## src/rtl/ats21_pkg.sv

```systemverilog
// Shared ATS21 alarm widths, the queued event record and a priority helper.
package ats21_pkg;

    localparam int NUM_ALARMS = 24;
    localparam int ALARM_ID_W = $clog2(NUM_ALARMS);
    localparam int TS_WIDTH   = 16;

    typedef struct packed {
        logic [ALARM_ID_W-1:0] id;
        logic [TS_WIDTH-1:0]   ts;
    } alarm_evt_t;

    // Scanning from the top down leaves the lowest set index as the result.
    function automatic logic [ALARM_ID_W-1:0] lowestSet(input logic [NUM_ALARMS-1:0] vec);
        logic [ALARM_ID_W-1:0] idx;
        idx = '0;
        for (int i = NUM_ALARMS - 1; i >= 0; i--) begin
            if (vec[i]) begin
                idx = ALARM_ID_W'(i);
            end
        end
        return idx;
    endfunction

endpackage

```

## src/rtl/ats21_evt_fifo.sv

```systemverilog
// First-word fall-through event FIFO; a push while full is only taken alongside a pop.
module ats21_evt_fifo
    import ats21_pkg::*;
#(
    parameter int DEPTH = 8
) (
    input  logic                         clk_1x,
    input  logic                         reset,
    input  logic                         push_i,
    input  logic                         pop_i,
    input  logic [$bits(alarm_evt_t)-1:0] wrData_i,
    output logic [$bits(alarm_evt_t)-1:0] rdData_o,
    output logic                         full_o,
    output logic                         empty_o,
    output logic [$clog2(DEPTH):0]       count_o
);

    localparam int PTR_W = $clog2(DEPTH);

    logic [PTR_W:0] wrPtr_q, wrPtr_d;
    logic [PTR_W:0] rdPtr_q, rdPtr_d;
    logic [$bits(alarm_evt_t)-1:0] mem_q [DEPTH];
    logic doPush;
    logic doPop;

    // Pointers carry one extra wrap bit so full and empty are distinguishable.
    always_comb begin
        count_o  = wrPtr_q - rdPtr_q;
        empty_o  = (wrPtr_q == rdPtr_q);
        full_o   = (count_o == (PTR_W + 1)'(DEPTH));
        doPop    = pop_i && !empty_o;
        doPush   = push_i && (!full_o || doPop);
        wrPtr_d  = doPush ? wrPtr_q + 1'b1 : wrPtr_q;
        rdPtr_d  = doPop ? rdPtr_q + 1'b1 : rdPtr_q;
        rdData_o = empty_o ? '0 : mem_q[rdPtr_q[PTR_W-1:0]];
    end

    always_ff @(posedge clk_1x or posedge reset) begin
        if (reset) begin
            wrPtr_q <= '0;
            rdPtr_q <= '0;
        end else begin
            wrPtr_q <= wrPtr_d;
            rdPtr_q <= rdPtr_d;
        end
    end

    always_ff @(posedge clk_1x) begin
        if (doPush) begin
            mem_q[wrPtr_q[PTR_W-1:0]] <= wrData_i;
        end
    end

endmodule

```

## src/rtl/ats21_alarm_event_queue.sv

```systemverilog
// Turns ATS21 alarm level pulses into timestamped events queued for a host.
module ats21_alarm_event_queue
    import ats21_pkg::*;
#(
    parameter int FIFO_DEPTH = 8
) (
    input  logic                        clk_1x,
    input  logic                        reset,
    input  logic [NUM_ALARMS-1:0]       alarm_in,
    input  logic                        mask_wr,
    input  logic [NUM_ALARMS-1:0]       mask_data,
    input  logic                        evt_ready,
    input  logic                        ovf_clr,
    output logic                        evt_valid,
    output logic [ALARM_ID_W-1:0]       evt_id,
    output logic [TS_WIDTH-1:0]         evt_ts,
    output logic [$clog2(FIFO_DEPTH):0] evt_count,
    output logic                        overflow,
    output logic                        irq
);

    logic [TS_WIDTH-1:0]   ts_q, ts_d;
    logic [NUM_ALARMS-1:0] alarm_q;
    logic [NUM_ALARMS-1:0] mask_q, mask_d;
    logic [NUM_ALARMS-1:0] pending_q, pending_d;
    logic                  overflow_q, overflow_d;

    logic [NUM_ALARMS-1:0] rise;
    logic [NUM_ALARMS-1:0] pushed;
    logic [ALARM_ID_W-1:0] pushId;
    logic                  pushEn;
    logic                  popEn;
    logic                  lost;
    logic                  fifoFull;
    logic                  fifoEmpty;
    alarm_evt_t            pushEvt;
    alarm_evt_t            headEvt;
    logic [$bits(alarm_evt_t)-1:0] headRaw;

    // A rise on a bit that is still pending and not leaving this edge is a lost event.
    always_comb begin
        rise       = alarm_in & ~alarm_q & ~mask_q;
        popEn      = !fifoEmpty && evt_ready;
        pushEn     = (|pending_q) && (!fifoFull || popEn);
        pushId     = lowestSet(pending_q);
        pushed     = pushEn ? (NUM_ALARMS'(1) << pushId) : '0;
        lost       = |(rise & pending_q & ~pushed);
        pending_d  = (pending_q & ~pushed) | rise;
        mask_d     = mask_q;
        if (mask_wr) begin
            mask_d    = mask_data;
            pending_d = pending_d & ~mask_data;
        end
        overflow_d = lost | (overflow_q & ~ovf_clr);
        ts_d       = ts_q + 1'b1;
        pushEvt.id = pushId;
        pushEvt.ts = ts_q;
    end

    always_ff @(posedge clk_1x or posedge reset) begin
        if (reset) begin
            ts_q       <= '0;
            alarm_q    <= '0;
            mask_q     <= '0;
            pending_q  <= '0;
            overflow_q <= 1'b0;
        end else begin
            ts_q       <= ts_d;
            alarm_q    <= alarm_in;
            mask_q     <= mask_d;
            pending_q  <= pending_d;
            overflow_q <= overflow_d;
        end
    end

    ats21_evt_fifo #(
        .DEPTH(FIFO_DEPTH)
    ) u_fifo (
        .clk_1x   (clk_1x),
        .reset    (reset),
        .push_i   (pushEn),
        .pop_i    (popEn),
        .wrData_i (pushEvt),
        .rdData_o (headRaw),
        .full_o   (fifoFull),
        .empty_o  (fifoEmpty),
        .count_o  (evt_count)
    );

    always_comb begin
        headEvt   = alarm_evt_t'(headRaw);
        evt_valid = !fifoEmpty;
        evt_id    = headEvt.id;
        evt_ts    = headEvt.ts;
        overflow  = overflow_q;
        irq       = !fifoEmpty || overflow_q;
    end

endmodule

```

## config.mk

```make
export PLATFORM = sky130hd
export DESIGN_NAME = ats21_alarm_event_queue
export DESIGN_NICKNAME = d
export VERILOG_FILES = /design/src/rtl/ats21_pkg.sv /design/src/rtl/ats21_evt_fifo.sv /design/src/rtl/ats21_alarm_event_queue.sv
export SDC_FILE = /design/constraint.sdc
export NUM_CORES = 1
export LEC_CHECK = 0
export BUFFER_PORTS_ARGS = -buffer_cell sky130_fd_sc_hd__buf_2
export CORE_UTILIZATION = 54
export CTS_CLUSTER_DIAMETER = 40
export CTS_CLUSTER_SIZE = 25
export DETAILED_ROUTE_END_ITERATION = 10
export HOLD_SLACK_MARGIN = 0.12
export PLACE_DENSITY = 0.79
export SYNTH_ARGS = -nofsm -noshare
export SYNTH_HDL_FRONTEND = slang
export SYNTH_SLANG_ARGS = --single-unit
```

## constraint.sdc

```tcl
create_clock -name clk_1x -period 4.3 [get_ports clk_1x]
set_clock_uncertainty 0.2 [all_clocks]
set_input_delay 0.86 -clock clk_1x [delete_from_list [all_inputs] [get_ports clk_1x]]
set_output_delay 0.86 -clock clk_1x [all_outputs]
set_load 0.02 [all_outputs]
```

==> summary.md <==
| Metric | Value |
|---|---|
| Worst setup path end | `evt_ts[5]` |
| TritonCTS clock tree | `done` |
| Clk Latency, worst-skew pair | `around 0.52 ns` |
| Worst Setup SP | `u_fifo.rdPtr_q[2]$_DFFE_PP0P_` |
| Area of the die | `21100 um^2` |
| Post-CTS Setup Bufs | `0` |
| Bufs and invs on worst path | `4` |
| Hpwl dp | `16.1 mm` |
| Most common flop cell mapped by yosys | `edfxtp_1` |
| Critical path arrival | `2.76 ns` |
| Power share of the combinational group | `34.9%` |
| Peak VDD IR | `between 0.3 and 0.4 mV` |
| Cts repair resizes | `0` |
| Crit path max-delay family | `buffers and inverters` |
| Post-synthesis sequential area ratio | `around 67%` |
| Area of the mapped netlist | `around 11000 um^2` |
| Worst Path Max Fanout | `22` |
| Switching fraction of total power | `between 30% and 40%` |
| Pre-CTS setup slack | `0.821 ns` |
| # hold bufs at CTS | `0` |
| Post-synth EDFFs | `roughly 170` |
| Post-synthesis mux area share | `11.0%` |
| Slew margin rel. | `33.3%` |
| Routed WL | `between 20 and 30 mm` |
| R2R Path Start | `u_fifo.wrPtr_q[0]$_DFFE_PP0P_` |
| RePlAce Congestion | `approximately 0.90` |
| Syn Nets | `805` |
| Cell internal pwr | `between 5 and 6 mW` |
| Yosys reg bits | `roughly 270` |
| Sink Count | `~270` |
| Vias | `6881` |
| Final period util | `approximately nine tenths` |
| Max-Cap Viols | `0` |
| Clk network pwr share | `about 25%` |
| Num CTS Buffers | `25` |
| Yosys top cell area share | `a little under half` |
| Final critical-path required period | `roughly 3.8 ns` |
| Post-Synth Simple-Gate Area | `around 10%` |
| Cell Pwr Density | `between 700 and 800 nW/um^2` |
| Synth Area in XOR/XNOR | `under 10%` |
| Synth top area cells | `edfxtp_1, dfrtp_1, mux4_2` |
| I/O pin total | `between 80 and 90` |
| Vias in the first global route | `6958` |
| Fmax | `roughly 0.26 GHz` |
| Port bufs | `80` |
| Synth-to-Final Area Change | `14.9%` |
| Status | `completed` |
| Die height | `between 100 and 150 um` |
| Core area | `around 20000 um^2` |
| Via density | `roughly 6.1` |
| Starting density of the core | `a little under three fifths` |
| Antenna cells | `0` |
| PnR worst setup slack | `approximately 0.48 ns` |
| Fraction of layout cells with a size suffix above 1 | `roughly 28%` |
| Final nets | `900` |
| Final Util | `a little over three fifths` |
| Clock H-tree levels | `1` |
| CP max-delay cell | `nor2_2` |
| Yosys warns | `0` |
| Most frequent CP cell | `buf_4` |
| Avg Cell Area, Syn | `~15 um^2` |
| Root Driver | `clkbuf_16` |
| Part of the power in registers | `about 40%` |
| Startpoint type of the worst setup path | `flop` |
| Yosys top cell by area | `edfxtp_1` |
| Critical Path Max Stage Delay | `0.55 ns` |
| Die X | `roughly 150 um` |
| First-pass GRT wire length | `~40 mm` |
| R2R depth | `10` |
| Hold Fails Final Rpt | `0` |
| Reg clk slew, reported paths | `0.07 ns` |
| CP cell instances | `inv_1 > buf_4 > ha_1 > nand3_1 > nor2_2 > buf_4 > a21oi_1 > buf_2` |
| Slew Viols, Final | `0` |
| Synth unique cells | `a little under 70` |
| Synth Area in Compound Gates | `7.23%` |
| Initial DRC Count | `646` |
| Site Rows | `52` |
| Drt drc | `0` |
| Switching power | `3.32 mW` |
| Overall global routing resource usage | `between 20 and 25%` |
| Finish-stage setup viols | `0` |
| Worst-margin pin slew | `about 1 ns` |
| Reg2reg end | `u_fifo.mem_q[0][6]$_DFFE_PP_` |
| Type of destination of the critical path | `output pin` |
| Synth Area in Adders | `less than 1%` |
| Setup TNS | `0 ns` |
| Initial antenna violation count | `0` |
| RSZ-0062 raised after global routing | `false` |
| Largest family of logic cells by synthesized area | `multiplexers` |
| Pre-Repair DR Iteration Count | `7` |
| Largest net degree at the start of global routing | `59` |
| CP Class | `reg2out` |
| Leakage | `just under 5 nW` |
| Post-route ant nets | `0` |
| Post-synthesis cell count | `745` |
| WP data required | `between 3 and 4 ns` |
| Post-synth ARST share | `36.6%` |
| Flop-to-flop setup slack | `between 0.7 and 0.8 ns` |
| Wirelength per Cell | `approximately 22 um` |
| CTS max path bufs | `3` |
| HP Class | `in2reg` |
| Worst path depth | `8` |
| Grt ovf | `0` |
layout by cell type, fill, tap and decap left out, types with 3 or more instances in the layout:
cell type	n
ha_1	6
edfxtp_1	168
clkbuf_16	25
mux2_2	24
nand3_1	19
nor2_1	38
nor2_2	7
and3_1	5
nor3b_1	4
or3_1	4
o31ai_1	3
a22oi_1	20
nand2_1	86
o2111ai_1	3
buf_4	14
nand4_1	8
buf_2	80
nor4_1	4
xnor2_1	15
bufinv_16	3
nor2b_1	4
xor2_1	6
dfrtp_1	95
o21ai_0	27
and2_1	5
mux4_2	42
nand2b_1	5
nor3_1	7
clkinv_4	6
nor4_2	4
a21oi_1	38
clkinvlp_4	3
inv_1	17
inv_6	5
metrics by stage:
step	total power [mW]	instance area [um^2]	std cells	hold slack, ns
finish	9.10	12700	1129	0.249
global route	9.51	12700	1129	0.240
CTS	9.14	12700	1129	0.239
detailed placement	6.82	11900	1083	0.297
global placement	6.73	11900	1083	0.292
floorplan	5.75	11100	745	0.281
final cells by class:
cell class,instances,area (um^2)
sequential,265,7470
fill,1430,7420
multi-input combinational,434,3450
clock buffer,25,626
timing repair buffer,95,526
tap,270,338
clock inverter,21,246
inverter,19,81.3
power by group through the flow:
stage	combinational (mW)	clock, mW	sequential, mW
floorplan	2.17	0	3.58
global placement	3.09	0	3.64
detailed placement	3.16	0	3.67
CTS	3.19	2.31	3.64
global route	3.41	2.41	3.69
finish	3.18	2.28	3.64
logic make-up (layout without fill, tap and decap cells):
logic type / Yosys count / after routing
xor+xnor: 22 / 22
buf+inv: 46 / 160
mux: 66 / 66
flops: 265 / 265
fa+ha+maj: 7 / 7
simple gates: 219 / 219
compound gates: 120 / 120
flip-flops by register name, summed over array words and instances, names as in the netlist:
name / count
alarm_q: 24
ts_q: 16
u_fifo.mem_q: 168
u_fifo.rdPtr_q: 4
mask_q: 24
u_fifo.wrPtr_q: 4
overflow: 1
pending_q: 24
synthesized netlist by cell type (9+ instances only):
cell type,number
edfxtp_1,168
dfrtp_1,97
mux4_2,42
xnor2_1,15
inv_1,18
mux2_2,24
nand2_1,86
o21ai_0,27
nand3_1,19
nor3_1,9
a21oi_1,38
nor2_1,45
a22oi_1,20
clkbuf_1,18
metal layers:
metal  GRT usage [%]  wire length, um  part of all wire [%]  up-vias
li1                -                -                     -     3038
met1            34.8            10500                    42     3511
met4            6.26              467                   1.9        0
met2            40.5            12300                    49      300
met5               0                0                     0        -
met3            4.17             1840                   7.3       32
how the worst min path moves through the flow:
stage	slack, ns	to	cells past startpoint	start
floorplan	0.28	u_fifo.wrPtr_q[2]$_DFFE_PP0P_	1	u_fifo.wrPtr_q[2]$_DFFE_PP0P_
global placement	0.29	mask_q[14]$_DFFE_PP0P_	1	mask_q[14]$_DFFE_PP0P_
detailed placement	0.30	mask_q[23]$_DFFE_PP0P_	1	mask_q[23]$_DFFE_PP0P_
CTS	0.24	alarm_q[0]$_DFF_PP0_	1	alarm_in[0]
global route	0.24	alarm_q[23]$_DFF_PP0_	1	alarm_in[23]
finish	0.25	alarm_q[0]$_DFF_PP0_	1	alarm_in[0]
No activity file was read; power rests on OpenSTA's default activity.
